File: src/rtl/calc_pkg.sv
// Shared definitions for the calc engine slice: FSM state encoding,
// operation codes, flag bit positions and a small decode helper.
package calc_pkg;

  // State encoding kept as fixed constants so existing waveform/debug
  // tooling that decodes the raw 2-bit state still works.
  typedef logic [1:0] state_t;
  localparam state_t IDLE = 2'd0;
  localparam state_t DIV  = 2'd1;
  localparam state_t DONE = 2'd2;

  typedef logic [2:0] fun_t;
  localparam fun_t FUN_ADD = 3'b000;
  localparam fun_t FUN_SUB = 3'b001;
  localparam fun_t FUN_MUL = 3'b010;
  localparam fun_t FUN_DIV = 3'b011;
  localparam fun_t FUN_MOD = 3'b100;

  // flags = {err, dbz, cb}
  localparam int unsigned FLAG_CB  = 0;
  localparam int unsigned FLAG_DBZ = 1;
  localparam int unsigned FLAG_ERR = 2;

  function automatic logic is_divide(input fun_t f);
    return (f == FUN_DIV) || (f == FUN_MOD);
  endfunction

endpackage

File: src/rtl/calc_if.sv
// Request/response bundle between a requester (master) and the engine (slave).
//   in_valid/in_ready : request handshake carrying a, b, fun
//   out_valid/out_ready : response handshake carrying out, flags {err,dbz,cb}
interface calc_if
  import calc_pkg::*;
#(
  parameter int unsigned WIDTH = 8
);
  logic                 in_valid;
  logic                 in_ready;
  logic [WIDTH-1:0]     a;
  logic [WIDTH-1:0]     b;
  fun_t                 fun;
  logic                 out_valid;
  logic                 out_ready;
  logic [2*WIDTH-1:0]   out;
  logic [2:0]           flags;

  modport master (
    output in_valid, a, b, fun, out_ready,
    input  in_ready, out_valid, out, flags
  );

  modport slave (
    input  in_valid, a, b, fun, out_ready,
    output in_ready, out_valid, out, flags
  );
endinterface

File: src/rtl/calc_divider.sv
// Restoring unsigned divider, one quotient bit per clock.
//   clk, rst_n : clock, synchronous active-low reset
//   start      : load a/b and perform the first step in the same cycle
//   a, b       : dividend, divisor (b must be non-zero)
//   busy       : remaining steps in progress
//   done       : one-cycle pulse, quotient/remainder valid
//   quotient, remainder : result registers
module calc_divider
#(
  parameter int unsigned WIDTH = 8
) (
  input  logic             clk,
  input  logic             rst_n,
  input  logic             start,
  input  logic [WIDTH-1:0] a,
  input  logic [WIDTH-1:0] b,
  output logic             busy,
  output logic             done,
  output logic [WIDTH-1:0] quotient,
  output logic [WIDTH-1:0] remainder
);

  logic [WIDTH-1:0] q_q, r_q, d_q;
  logic [5:0]       cnt_q;

  logic [WIDTH-1:0] src_q, src_r, src_d;
  logic [WIDTH:0]   shifted, trial;
  logic [WIDTH-1:0] next_q, next_r;

  // The first step is taken on the start edge from the raw operands, so the
  // full division spends WIDTH edges in total and done lands in time for the
  // caller to register the result on the following edge.
  always_comb begin
    src_q   = start ? a  : q_q;
    src_r   = start ? '0 : r_q;
    src_d   = start ? b  : d_q;
    shifted = {src_r, src_q[WIDTH-1]};
    trial   = shifted - {1'b0, src_d};
    if (!trial[WIDTH]) begin
      next_r = trial[WIDTH-1:0];
      next_q = {src_q[WIDTH-2:0], 1'b1};
    end else begin
      next_r = shifted[WIDTH-1:0];
      next_q = {src_q[WIDTH-2:0], 1'b0};
    end
  end

  always_ff @(posedge clk) begin
    if (!rst_n) begin
      q_q   <= '0;
      r_q   <= '0;
      d_q   <= '0;
      cnt_q <= '0;
      busy  <= 1'b0;
      done  <= 1'b0;
    end else begin
      done <= 1'b0;
      if (start) begin
        q_q   <= next_q;
        r_q   <= next_r;
        d_q   <= b;
        cnt_q <= 6'(WIDTH - 1);
        busy  <= 1'b1;
      end else if (busy) begin
        q_q   <= next_q;
        r_q   <= next_r;
        cnt_q <= cnt_q - 6'd1;
        if (cnt_q == 6'd1) begin
          busy <= 1'b0;
          done <= 1'b1;
        end
      end
    end
  end

  assign quotient  = q_q;
  assign remainder = r_q;

endmodule

File: src/rtl/calc_engine.sv
// Handshaked arithmetic engine: add/sub/mul in one cycle, div/mod via the
// iterative divider (WIDTH+1 cycle latency), divide-by-zero and illegal
// opcodes reported through flags.
//   clk, rst_n : clock, synchronous active-low reset
//   bus        : calc_if slave (in_valid/in_ready/a/b/fun, out_valid/out_ready/out/flags)
module calc_engine
  import calc_pkg::*;
#(
  parameter int unsigned WIDTH = 8
) (
  input  logic   clk,
  input  logic   rst_n,
  calc_if.slave  bus
);

  state_t             state_q;
  fun_t               fun_q;
  logic [2*WIDTH-1:0] out_q;
  logic [2:0]         flags_q;

  logic [2*WIDTH-1:0] ext_a, ext_b;
  logic [WIDTH:0]     sum;
  logic [2*WIDTH-1:0] alu_out;
  logic [2:0]         alu_flags;

  logic               accept, div_start;
  logic               div_busy, div_done;
  logic [WIDTH-1:0]   div_quo, div_rem;

  assign accept    = (state_q == IDLE) && bus.in_valid;
  assign div_start = accept && is_divide(bus.fun) && (bus.b != '0);

  assign ext_a = {{WIDTH{1'b0}}, bus.a};
  assign ext_b = {{WIDTH{1'b0}}, bus.b};
  assign sum   = {1'b0, bus.a} + {1'b0, bus.b};

  // Single-cycle results; the div/mod arm is only used when b == 0.
  always_comb begin
    alu_out   = '0;
    alu_flags = '0;
    case (bus.fun)
      FUN_ADD: begin
        alu_out            = {{(WIDTH-1){1'b0}}, sum};
        alu_flags[FLAG_CB] = sum[WIDTH];
      end
      FUN_SUB: begin
        alu_out            = ext_a - ext_b;
        alu_flags[FLAG_CB] = (bus.a < bus.b);
      end
      FUN_MUL: begin
        alu_out            = ext_a * ext_b;
        alu_flags[FLAG_CB] = |alu_out[2*WIDTH-1:WIDTH];
      end
      FUN_DIV, FUN_MOD: begin
        alu_out             = '1;
        alu_flags[FLAG_DBZ] = 1'b1;
      end
      default: begin
        alu_out             = '0;
        alu_flags[FLAG_ERR] = 1'b1;
      end
    endcase
  end

  calc_divider #(.WIDTH(WIDTH)) u_div (
    .clk       (clk),
    .rst_n     (rst_n),
    .start     (div_start),
    .a         (bus.a),
    .b         (bus.b),
    .busy      (div_busy),
    .done      (div_done),
    .quotient  (div_quo),
    .remainder (div_rem)
  );

  always_ff @(posedge clk) begin
    if (!rst_n) begin
      state_q <= IDLE;
      fun_q   <= FUN_ADD;
      out_q   <= '0;
      flags_q <= '0;
    end else begin
      case (state_q)
        IDLE: begin
          if (accept) begin
            fun_q <= bus.fun;
            if (div_start) begin
              state_q <= DIV;
            end else begin
              out_q   <= alu_out;
              flags_q <= alu_flags;
              state_q <= DONE;
            end
          end
        end
        DIV: begin
          if (div_done) begin
            out_q   <= (fun_q == FUN_DIV) ? {div_rem, div_quo}
                                          : {{WIDTH{1'b0}}, div_rem};
            flags_q <= '0;
            state_q <= DONE;
          end else if (!div_busy) begin
            // Divider idle without a completion: nothing to wait for.
            state_q <= IDLE;
          end
        end
        DONE: begin
          if (bus.out_ready) state_q <= IDLE;
        end
        default: state_q <= IDLE;
      endcase
    end
  end

  assign bus.in_ready  = (state_q == IDLE);
  assign bus.out_valid = (state_q == DONE);
  assign bus.out       = out_q;
  assign bus.flags     = flags_q;

endmodule

File: src/flat_wrapper.sv
// flat-port wrapper written by rule: the top's interface ports become plain ports
module calc_engine_flat import calc_pkg::*;
#(
  parameter int unsigned WIDTH = 8
)
  (clk, rst_n, bus_in_valid, bus_a, bus_b, bus_fun, bus_out_ready, bus_in_ready, bus_out_valid, bus_out, bus_flags);
  calc_if #(.WIDTH(WIDTH)) bus_i ();
  input  logic clk;
  input  logic rst_n;
  input wire logic [$bits(bus_i.in_valid)-1:0] bus_in_valid;
  input wire logic [$bits(bus_i.a)-1:0] bus_a;
  input wire logic [$bits(bus_i.b)-1:0] bus_b;
  input wire logic [$bits(bus_i.fun)-1:0] bus_fun;
  input wire logic [$bits(bus_i.out_ready)-1:0] bus_out_ready;
  output wire logic [$bits(bus_i.in_ready)-1:0] bus_in_ready;
  output wire logic [$bits(bus_i.out_valid)-1:0] bus_out_valid;
  output wire logic [$bits(bus_i.out)-1:0] bus_out;
  output wire logic [$bits(bus_i.flags)-1:0] bus_flags;
  assign bus_i.in_valid = bus_in_valid;
  assign bus_i.a = bus_a;
  assign bus_i.b = bus_b;
  assign bus_i.fun = bus_fun;
  assign bus_i.out_ready = bus_out_ready;
  assign bus_in_ready = bus_i.in_ready;
  assign bus_out_valid = bus_i.out_valid;
  assign bus_out = bus_i.out;
  assign bus_flags = bus_i.flags;
  calc_engine #(.WIDTH(WIDTH)) u_core (.clk(clk), .rst_n(rst_n), .bus(bus_i));
endmodule
File: config.mk
export PLATFORM = sky130hd
export DESIGN_NAME = calc_engine_flat
export DESIGN_NICKNAME = d
export VERILOG_FILES = /design/src/rtl/calc_pkg.sv /design/src/rtl/calc_if.sv /design/src/rtl/calc_divider.sv /design/src/rtl/calc_engine.sv /design/src/flat_wrapper.sv
export SDC_FILE = /design/constraint.sdc
export NUM_CORES = 1
export LEC_CHECK = 0
export CORE_MARGIN = 2
export CORE_UTILIZATION = 25
export DETAILED_ROUTE_END_ITERATION = 12
export GPL_ROUTABILITY_DRIVEN = 1
export MAX_ROUTING_LAYER = met4
export PLACE_DENSITY = 0.5
export SYNTH_ARGS = -nofsm -noshare
export SYNTH_HDL_FRONTEND = slang
export SYNTH_HIERARCHICAL = 1
export SYNTH_SLANG_ARGS = --single-unit
File: constraint.sdc
create_clock -name clk -period 14.75 [get_ports clk]
set_clock_uncertainty 0.15 [all_clocks]
set_input_delay 2.95 -clock clk [delete_from_list [all_inputs] [get_ports clk]]
set_output_delay 2.95 -clock clk [all_outputs]
set_load 0.01 [all_outputs]
==> metrics.cfg, run 1 <==
[outcome]
outcome = complete, no violations

[drt]
dr_wl_met3_um = 613
drt-met1-wl_um = 8600
top_layer_used = met4
drtAntennaViolNets = 0
wirelength_um = 18800
wire_per_inst_um = 17.3
drcViolationCount = 0
wl_met2_um = 8960
drt-vias-per-instance = 4.93
dr.first_iter.drc_count = 336
drt-pass1-iter-count = 5
vias = 5344

[logic_synthesis]
synth_commonest_cells = 79 x nor2_1, 73 x inv_1, 62 x ha_1, 58 x a21oi_1, 56 x dfxtp_1
synth.avg_cell_area_um2 = 8.20
synthArstFlopShare_pct = 0
yosysSeqAreaShare_pct = 18.6
yosysWarnings = 6
syn_nets = 861
yosys_most_used_dff = dfxtp_1
syn_area_um2 = 6040
ys_ff_latch = 56
synth_cell_types = 71
yosysMostFrequentCell = nor2_1
synth-edff-count = 0
yosys.area.top_type = dfxtp_1
syn_inst = 737
synthTopCellsByArea = dfxtp_1 19%, fa_1 13%, ha_1 13%, nor2_1 4.9%, a21oi_1 4.8%
synth.top_cell.area_share_pct = 18.6

[clock_network]
htree_num_levels = 2
clk_latency_ps = 310
cts_hold_buf = 0
cts.path.max_buffers = 2
cts_tree = done
postCtsSetupRepairBufs = 0
cts_root_buf = clkbuf_16
clock_sinks = 56
cts_buffers = 5
clk_pin_slew_ps = 80
cts_resized = 0

[placement]
pre_cts_slack_ps = 6290
place_hpwl_um = 14600
gp_congestion = 0.845
io_buffers = 43

[floorplanning]
die_h_um = 159
core_um2 = 23600
initial_core_util_pct = 25.6
die_w_um = 159
core.rowCount = 56
ios = 44
dieArea_um2 = 25400

[global_route]
grt_max_degree = 39
track_usage_pct = 15.4
grt_pass1_wl_um = 29900
globalRouteOverflowTotal = 0
antenna_found_initial = 0
grt_pass1_vias = 5366

[worst_setup_path]
endpoint = u_core/bus.flags[0]$_SDFFE_PN0P_
arrival_ps = 8120
cpMostUsedCell = fa_1
worstRegToRegCells = 13
path_cells = clkdlybuf4s50_1 -> ha_1 -> fa_1 -> fa_1 -> fa_1 -> inv_1 -> fa_1 -> inv_1 -> ha_1 -> or2_2 -> a21o_1 -> a311o_1 -> a211oi_1 -> o221ai_1 -> nor4_1 -> a22oi_1
path_class = input port to flip-flop
reg2reg_to = u_core/u_div/remainder[6]$_SDFFE_PN0P_
end_kind = flip-flop
path_max_fanout = 10
max_stage_delay_ps = 620
cp_slowest_cell = clkdlybuf4s50_1
cp_num_buf_inv = 3
startpoint = bus_a[4]
crit_cells = 16
crit_family = adder cells
r2r_start = u_core/state_q[0]$_SDFFE_PN0P_
crit_path_start_kind = input port
r2r_slack_ps = 10660
cp_data_required_time_ps = 14760

[flow_run]
max-cap-violations = 0

[pwr]
irDropWorstVdd_mv = 0.0451
power_mw = 0.737
p_leak_nw = 2.94
power.density_nw_per_um2 = 106

[sta]
rsz0062_at_grt = false
setup_viol = 0
setup_tns_ps = 0
max_freq_mhz = 123
finalHoldViolations = 0
drv_slew = 0
worstMarginPinSlew_ps = 1040
slew_headroom_pct = 29.7
finalCriticalPeriod_ps = 8110
layout_setup_ws_ps = 6640
period_share_pct = 55.0
holdWs_ps = 306

[final_layout]
diodes = 0
drive_above_1_share_pct = 4.18
n_fill_cell = 2567
nets = 888
area_delta_synth_final_pct = 15.0

[min_path]
min_path_type = flip-flop to flip-flop
hp-start = u_core/fun_q[2]$_SDFFE_PN0P_
hold_depth = 2

-- logic make-up after synthesis --
logic type	share of synthesized area [%]
buf+inv	6.69
xor+xnor	2.75
compound gates	20.9
mux	4.87
simple gates	20.5
fa+ha+maj	25.8
flops	18.6
-- tightest hold or removal path: stages (launching register included) --
cell and delay [ps]:
dfxtp_1 310, nand2_1 50, a21oi_1 50
-- metal layers --
layer / global-route usage (%) / vias up
met5: - / -
met4: 5.33 / 0
met3: 2.37 / 28
met2: 25.1 / 118
met1: 19.4 / 2582
li1: - / 2616
-- how the worst min path moves through the flow --
stage                                endpoint  slack, ps
6_report         u_core/fun_q[2]$_SDFFE_PN0P_        310
4_1_cts          u_core/fun_q[2]$_SDFFE_PN0P_        310
3_5_place_dp     u_core/fun_q[2]$_SDFFE_PN0P_        300
2_1_floorplan    u_core/fun_q[2]$_SDFFE_PN0P_        280
5_1_grt        u_core/bus.out[2]$_SDFFE_PN0P_        330
3_3_place_gp     u_core/fun_q[2]$_SDFFE_PN0P_        300
-- final cells by class --
cell class / count / area, um2 / share of cell area [%]
tap: 319 / 399 / 5.74
clock inverter: 3 / 46.3 / 0.666
sequential: 56 / 1120 / 16.1
clock buffer: 5 / 125 / 1.80
inverter: 73 / 274 / 3.94
multi-input combinational: 581 / 4520 / 65.1
timing repair buffer: 47 / 460 / 6.62
-- state kept, by name, summed over array words and instances (netlist names) --
register and flops:
u_core/u_div/remainder 8, u_core/bus.flags 3, u_core/u_div/done 1, u_core/state_q 2
u_core/fun_q 3, u_core/u_div/d_q 8, u_core/bus.out 16, u_core/u_div/busy 1
u_core/u_div/cnt_q 6, u_core/u_div/quotient 8
-- metrics by stage --
| step | cell area [um2] | utilization, % | instances |
|---|---|---|---|
| final | 6950 | 29.4 | 1084 |
| after global routing | 6950 | 29.4 | 1084 |
| after CTS | 6950 | 29.4 | 1084 |
| after detailed placement | 6780 | 28.7 | 1076 |
| after global placement | 6780 | 28.7 | 1076 |
| after floorplan | 6040 | - | 737 |
-- report_power, final --
part / switching, mW / internal [mW] / leakage, nW
Sequential: 0.0108 / 0.162 / 0.457
Combinational: 0.245 / 0.176 / 2.40
Clock: 0.0625 / 0.0813 / 0.0857
-- cell usage in the layout, fill, tap and decap left out, types with 6 or more instances in the layout --
cell,n
nor3_1,12
a21oi_1,58
and2_1,42
a31oi_1,6
o21bai_1,6
a211oi_1,10
fa_1,39
nor4_1,7
dfxtp_1,56
clkdlybuf4s50_1,43
xor2_1,7
nor2b_1,12
nand3_1,17
nand2_1,39
xnor2_1,12
ha_1,62
nor2_1,79
inv_1,73
a22oi_1,6
mux2i_1,26
a21o_1,8
o21ai_0,39
o211ai_1,9
(Power assumes the default switching activity.)
==> inputs of run 2 (changes only) <==
Clock period 14.75 ns to 8 ns, I/O delays scaled along.
==> metrics.cfg, run 2 (synthesized netlist as in run 1, its figures left out) <==
[global_route]
grt_max_degree = 29  ; -26%
antenna_found_initial = 0  ; unchanged
track_usage_pct = 15.6  ; +0.21 points
grt_pass1_wl_um = 30600  ; +2.4%
grt_pass1_vias = 5567  ; +3.7%
globalRouteOverflowTotal = 0  ; unchanged

[pwr]
p_leak_nw = 2.95  ; +0.34%
irDropWorstVdd_mv = 0.0751  ; +67%
power.density_nw_per_um2 = 191  ; +80%
power_mw = 1.33  ; +80%

[floorplanning]
die_h_um = 159  ; unchanged
dieArea_um2 = 25400  ; unchanged
die_w_um = 159  ; unchanged
ios = 44  ; unchanged
initial_core_util_pct = 25.6  ; unchanged
core.rowCount = 56  ; unchanged
core_um2 = 23600  ; unchanged

[sta]
drv_slew = 0  ; unchanged
period_share_pct = 85.8
finalCriticalPeriod_ps = 6860
max_freq_mhz = 146
rsz0062_at_grt = false
setup_tns_ps = 0  ; unchanged
setup_viol = 0  ; unchanged
worstMarginPinSlew_ps = 1010  ; -29.9 ps
holdWs_ps = 309  ; +3.64 ps
finalHoldViolations = 0  ; unchanged
slew_headroom_pct = 31.7  ; +2.0 points

[worst_setup_path]
reg2reg_to = u_core/u_div/remainder[1]$_SDFFE_PN0P_
path_class = input port to flip-flop
cp_slowest_cell = clkdlybuf4s50_1
r2r_slack_ps = 4120  ; -6540 ps
r2r_start = u_core/state_q[0]$_SDFFE_PN0P_
crit_path_start_kind = input port
endpoint = u_core/bus.flags[0]$_SDFFE_PN0P_
path_cells = clkdlybuf4s50_1 -> ha_1 -> fa_1 -> fa_1 -> fa_1 -> inv_1 -> fa_1 -> inv_1 -> ha_1 -> or2_2 -> a21o_1 -> a311o_1 -> a211oi_1 -> o221ai_1 -> nor4_1 -> a22oi_1
max_stage_delay_ps = 630  ; about the same
startpoint = bus_a[4]
arrival_ps = 6870  ; -1250 ps
cp_data_required_time_ps = 8010  ; -6750 ps
worstRegToRegCells = 11  ; -2
end_kind = flip-flop
path_max_fanout = 10  ; unchanged
cpMostUsedCell = fa_1

[final_layout]
mostFrequentLayoutCell = nor2_1
drive_above_1_share_pct = 4.68  ; +0.49 points
final_util_pct = 29.5  ; +0.037 points
area_delta_synth_final_pct = 15.2
diodes = 0  ; unchanged
largest_register_ffs = 16  ; unchanged
final_cell_mix = 79 x nor2_1, 73 x inv_1, 62 x ha_1, 58 x a21oi_1, 56 x dfxtp_1
nets = 893  ; +0.56%
layout.cells.non_filler = 1089  ; +0.46%

[drt]
wirelength_um = 18800  ; about the same
drcViolationCount = 0  ; unchanged
vias = 5372  ; +0.52%
drt-vias-per-instance = 4.93  ; about the same
drtAntennaViolNets = 0  ; unchanged
drt-pass1-iter-count = 4  ; -1
wire_per_inst_um = 17.2  ; -0.47%
dr.first_iter.drc_count = 299  ; -11%

[clock_network]
htree_num_levels = 2  ; unchanged
cts_tree = done
postCtsSetupRepairBufs = 0  ; unchanged
cts_buffers = 5  ; unchanged
cts_hold_buf = 0  ; unchanged
clock_sinks = 56  ; unchanged
clk_latency_ps = 300  ; about the same
clk_pin_slew_ps = 70  ; about the same
cts_resized = 0  ; unchanged
cts_root_buf = clkbuf_16
cts.path.max_buffers = 2  ; unchanged

[flow_run]
max-cap-violations = 0  ; unchanged

[min_path]
min_path_type = flip-flop to flip-flop

[placement]
place_hpwl_um = 14700  ; +1.1%
dp.cells = 1081  ; +0.46%
gp_congestion = 0.843  ; -0.27%
io_buffers = 43  ; unchanged

[outcome]
outcome = complete, no violations

==> run 2: cell types whose count changed in the layout (fill, tap and decap cells not counted) <==
cell | before | now
buf_4 | 4 | 9
inv_8 | 1 | 0
clkbuf_1 | 0 | 1
bufinv_16 | 1 | 0
inv_6 | 0 | 1
==> run 2: per-layer routing <==
layer	vias to the layer above	global-route usage, %	share of wire, %
met1	2617	19.4	46
li1	2634	-	-
met2	100	26.5	49
met4	0	4.38	2.4
met3	21	2.06	3.2
met5	-	-	0
==> run 2: worst min-delay path by stage <==
stage	start	endpoint	slack [ps]	cells after the start
after global routing	u_core/bus.out[2]$_SDFFE_PN0P_	u_core/bus.out[2]$_SDFFE_PN0P_	330	2
after global placement	u_core/fun_q[2]$_SDFFE_PN0P_	u_core/fun_q[2]$_SDFFE_PN0P_	300	2
after floorplan	u_core/fun_q[2]$_SDFFE_PN0P_	u_core/fun_q[2]$_SDFFE_PN0P_	280	2
after detailed placement	u_core/fun_q[0]$_SDFFE_PN0P_	u_core/fun_q[0]$_SDFFE_PN0P_	300	2
after CTS	u_core/fun_q[0]$_SDFFE_PN0P_	u_core/fun_q[0]$_SDFFE_PN0P_	310	2
final	u_core/fun_q[0]$_SDFFE_PN0P_	u_core/fun_q[0]$_SDFFE_PN0P_	310	2
==> run 2: layout make-up <==
cell class              count  area (um2)
repair buffers             52         498
clock buffers               6         129
clock inverters             2        13.8
well taps                 319         399
inverters                  73         274
multi-input cells         581        4520
flip-flops and latches     56        1120
fillers                  2588       16700
==> run 2: critical path: cells and delay by family <==
| kind | cells | cell delay (ps) |
|---|---|---|
| AO/OA/AOI/OAI | 5 | 1170 |
| AND/OR/NAND/NOR | 2 | 510 |
| adder cells (fa/ha/maj) | 6 | 2860 |
| buffers and inverters | 3 | 720 |
==> run 2: report_power, final <==
| part | switching, mW | total [mW] | internal (mW) |
|---|---|---|---|
| logic | 0.457 | 0.784 | 0.327 |
| clock network | 0.108 | 0.225 | 0.117 |
| registers | 0.0195 | 0.318 | 0.299 |
==> run 2: metrics by stage <==
step | cell area [um2] | setup slack (ps)
after floorplan | 6040 | 1830
after global placement | 6820 | 1010
after detailed placement | 6820 | 864
after CTS | 6960 | 1180
after global routing | 6960 | 805
final | 6960 | 1140
==> inputs of run 3 (changes only) <==
Clock period 8 ns to 6.44 ns, I/O delays scaled along.
==> metrics.cfg, run 3 (synthesized netlist as in run 1, its figures left out) <==
[outcome]
outcome = complete, no violations

[placement]
place_hpwl_um = 14700  ; about the same
io_buffers = 43  ; unchanged
pre_cts_slack_ps = 17.4  ; -847 ps
gp_congestion = 0.886  ; +5.2%

[drt]
dr.first_iter.drc_count = 323  ; +8.0%
drt-vias-per-instance = 4.80  ; -2.6%
drt-pass1-iter-count = 5  ; +1
drtAntennaViolNets = 0  ; unchanged
wire_per_inst_um = 16.4  ; -4.8%
wirelength_um = 18400  ; -1.9%
vias = 5390  ; +0.34%
drcViolationCount = 0  ; unchanged

[final_layout]
nets = 926  ; +3.7%
area_delta_synth_final_pct = 19.8
largest_register_ffs = 16  ; unchanged
regArea_um2 = 1120  ; unchanged
diodes = 0  ; unchanged
final_cell_mix = 79 x nor2_1, 73 x inv_1, 62 x ha_1, 58 x a21oi_1, 56 x dfxtp_1
drive_above_1_share_pct = 8.59  ; +3.9 points
multi_input_area_um2 = 4520  ; unchanged
n_fill_cell = 2527  ; -2.4%
mostFrequentLayoutCell = nor2_1

[worst_setup_path]
path_max_fanout = 3  ; -7
crit_family = adder cells
cp_num_buf_inv = 5  ; +2
max_stage_delay_ps = 580  ; -50 ps
path_cells = clkdlybuf4s50_1 -> buf_4 -> nand2_1 -> fa_1 -> fa_1 -> inv_1 -> fa_1 -> inv_1 -> fa_1 -> inv_1 -> ha_1 -> nor3_1 -> o21ai_0 -> a311o_1 -> a211oi_1 -> o221ai_1 -> nor4_1 -> a22oi_1
cp_slowest_cell = clkdlybuf4s50_1
cpMostUsedCell = fa_1
crit_path_start_kind = input port
cp_data_required_time_ps = 6440  ; -1570 ps
end_kind = flip-flop
path_class = input port to flip-flop
arrival_ps = 6160  ; -710 ps

[sta]
worstMarginPinSlew_ps = 928  ; -83.1 ps
slew_headroom_pct = 37.4  ; +5.6 points
setup_viol = 0  ; unchanged
holdWs_ps = 307  ; -2.21 ps
rsz0062_at_grt = false
drv_slew = 0  ; unchanged
layout_setup_ws_ps = 277  ; -862 ps
finalHoldViolations = 0  ; unchanged
finalCriticalPeriod_ps = 6160
setup_tns_ps = 0  ; unchanged
period_share_pct = 95.7
max_freq_mhz = 162

[pwr]
power_mw = 1.71  ; +29%
p_leak_nw = 3.13  ; +6.0%
intPower_mw = 0.997  ; +34%
p_sw_share_pct = 41.9  ; -2.2 points
power.density_nw_per_um2 = 237  ; +24%
p_switching_mw = 0.718  ; +23%
irDropWorstVdd_mv = 0.112  ; +49%
power_frac_clock_pct = 18.0  ; +1.0 points
power_frac_comb_pct = 58.9  ; about the same
seq_power_share_pct = 23.1  ; -0.9 points

[clock_network]
clk_pin_slew_ps = 70  ; about the same
cts_buffers = 5  ; unchanged
cts_root_buf = clkbuf_16
cts_resized = 0  ; unchanged
clock_sinks = 56  ; unchanged
cts.path.max_buffers = 2  ; unchanged
postCtsSetupRepairBufs = 0  ; unchanged
htree_num_levels = 2  ; unchanged
clk_latency_ps = 300  ; about the same
cts_tree = done
cts_hold_buf = 0  ; unchanged

[min_path]
min_path_type = flip-flop to flip-flop

[global_route]
grt_use_met3_pct = 1.62  ; -0.44 points
globalRouteOverflowTotal = 0  ; unchanged
top_usage_layer = met2
track_usage_pct = 14.9  ; -0.69 points
grt_pass1_wl_um = 29600  ; -3.6%
antenna_found_initial = 0  ; unchanged
met2_usage_pct = 23.8  ; -2.7 points
grt_pass1_vias = 5277  ; -5.2%
grt_max_degree = 29  ; unchanged
use_met1_pct = 20.2  ; +0.86 points

[floorplanning]
ios = 44  ; unchanged
die_w_um = 159  ; unchanged
dieArea_um2 = 25400  ; unchanged
core_um2 = 23600  ; unchanged
initial_core_util_pct = 25.6  ; unchanged
die_h_um = 159  ; unchanged
core.rowCount = 56  ; unchanged

[flow_run]
max-cap-violations = 0  ; unchanged

==> run 3: metal layers <==
layer	routed length [um]	vias up
met5	0	-
met4	365	0
met3	441	23
met2	8480	90
met1	9110	2579
li1	-	2698
==> run 3: path summary, 6_finish.rpt <==
path,startpoint,endpoint,slack [ps],cells past startpoint
worst max-delay path,bus_a[2],u_core/bus.flags[0]$_SDFFE_PN0P_,280,18
worst min-delay path,u_core/fun_q[2]$_SDFFE_PN0P_,u_core/fun_q[2]$_SDFFE_PN0P_,310,2
worst max register to register,u_core/state_q[0]$_SDFFE_PN0P_,u_core/u_div/remainder[6]$_SDFFE_PN0P_,2680,12
worst min register to register,u_core/fun_q[2]$_SDFFE_PN0P_,u_core/fun_q[2]$_SDFFE_PN0P_,310,2
==> run 3: layout make-up <==
| type | count | share of cell area (%) |
|---|---|---|
| Clock buffer | 6 | 1.78 |
| Clock inverter | 2 | 0.484 |
| Inverter | 73 | 3.78 |
| Multi-Input combinational cell | 581 | 62.5 |
| Sequential cell | 56 | 15.5 |
| Tap cell | 319 | 5.51 |
| Timing Repair Buffer | 85 | 10.5 |
==> run 3: power groups by stage <==
stage | combinational (mW) | sequential (mW) | clock (mW)
after floorplan | 0.715 | 0.397 | 0
after global placement | 1.01 | 0.404 | 0
after detailed placement | 1.00 | 0.404 | 0
after CTS | 1.01 | 0.396 | 0.316
after global routing | 1.13 | 0.399 | 0.327
final | 1.01 | 0.396 | 0.308
==> run 3: metrics by stage <==
stage	cells	util (%)	cell area, um2
CTS	1122	30.7	7240
finish	1122	30.7	7240
detailed placement	1114	30.0	7080
global route	1122	30.7	7240
global placement	1114	30.0	7080
floorplan	737	-	6040
==> run 3: worst register-to-register path: stages (launching register included) <==
cell	delay, ps
dfxtp_1	340
nor2_1	320
nand2_1	270
nor2b_4	330
mux2i_1	290
ha_1	210
inv_1	60
fa_1	450
a211oi_4	340
o211ai_2	160
a2bb2oi_4	400
mux2i_1	230
a211oi_1	80
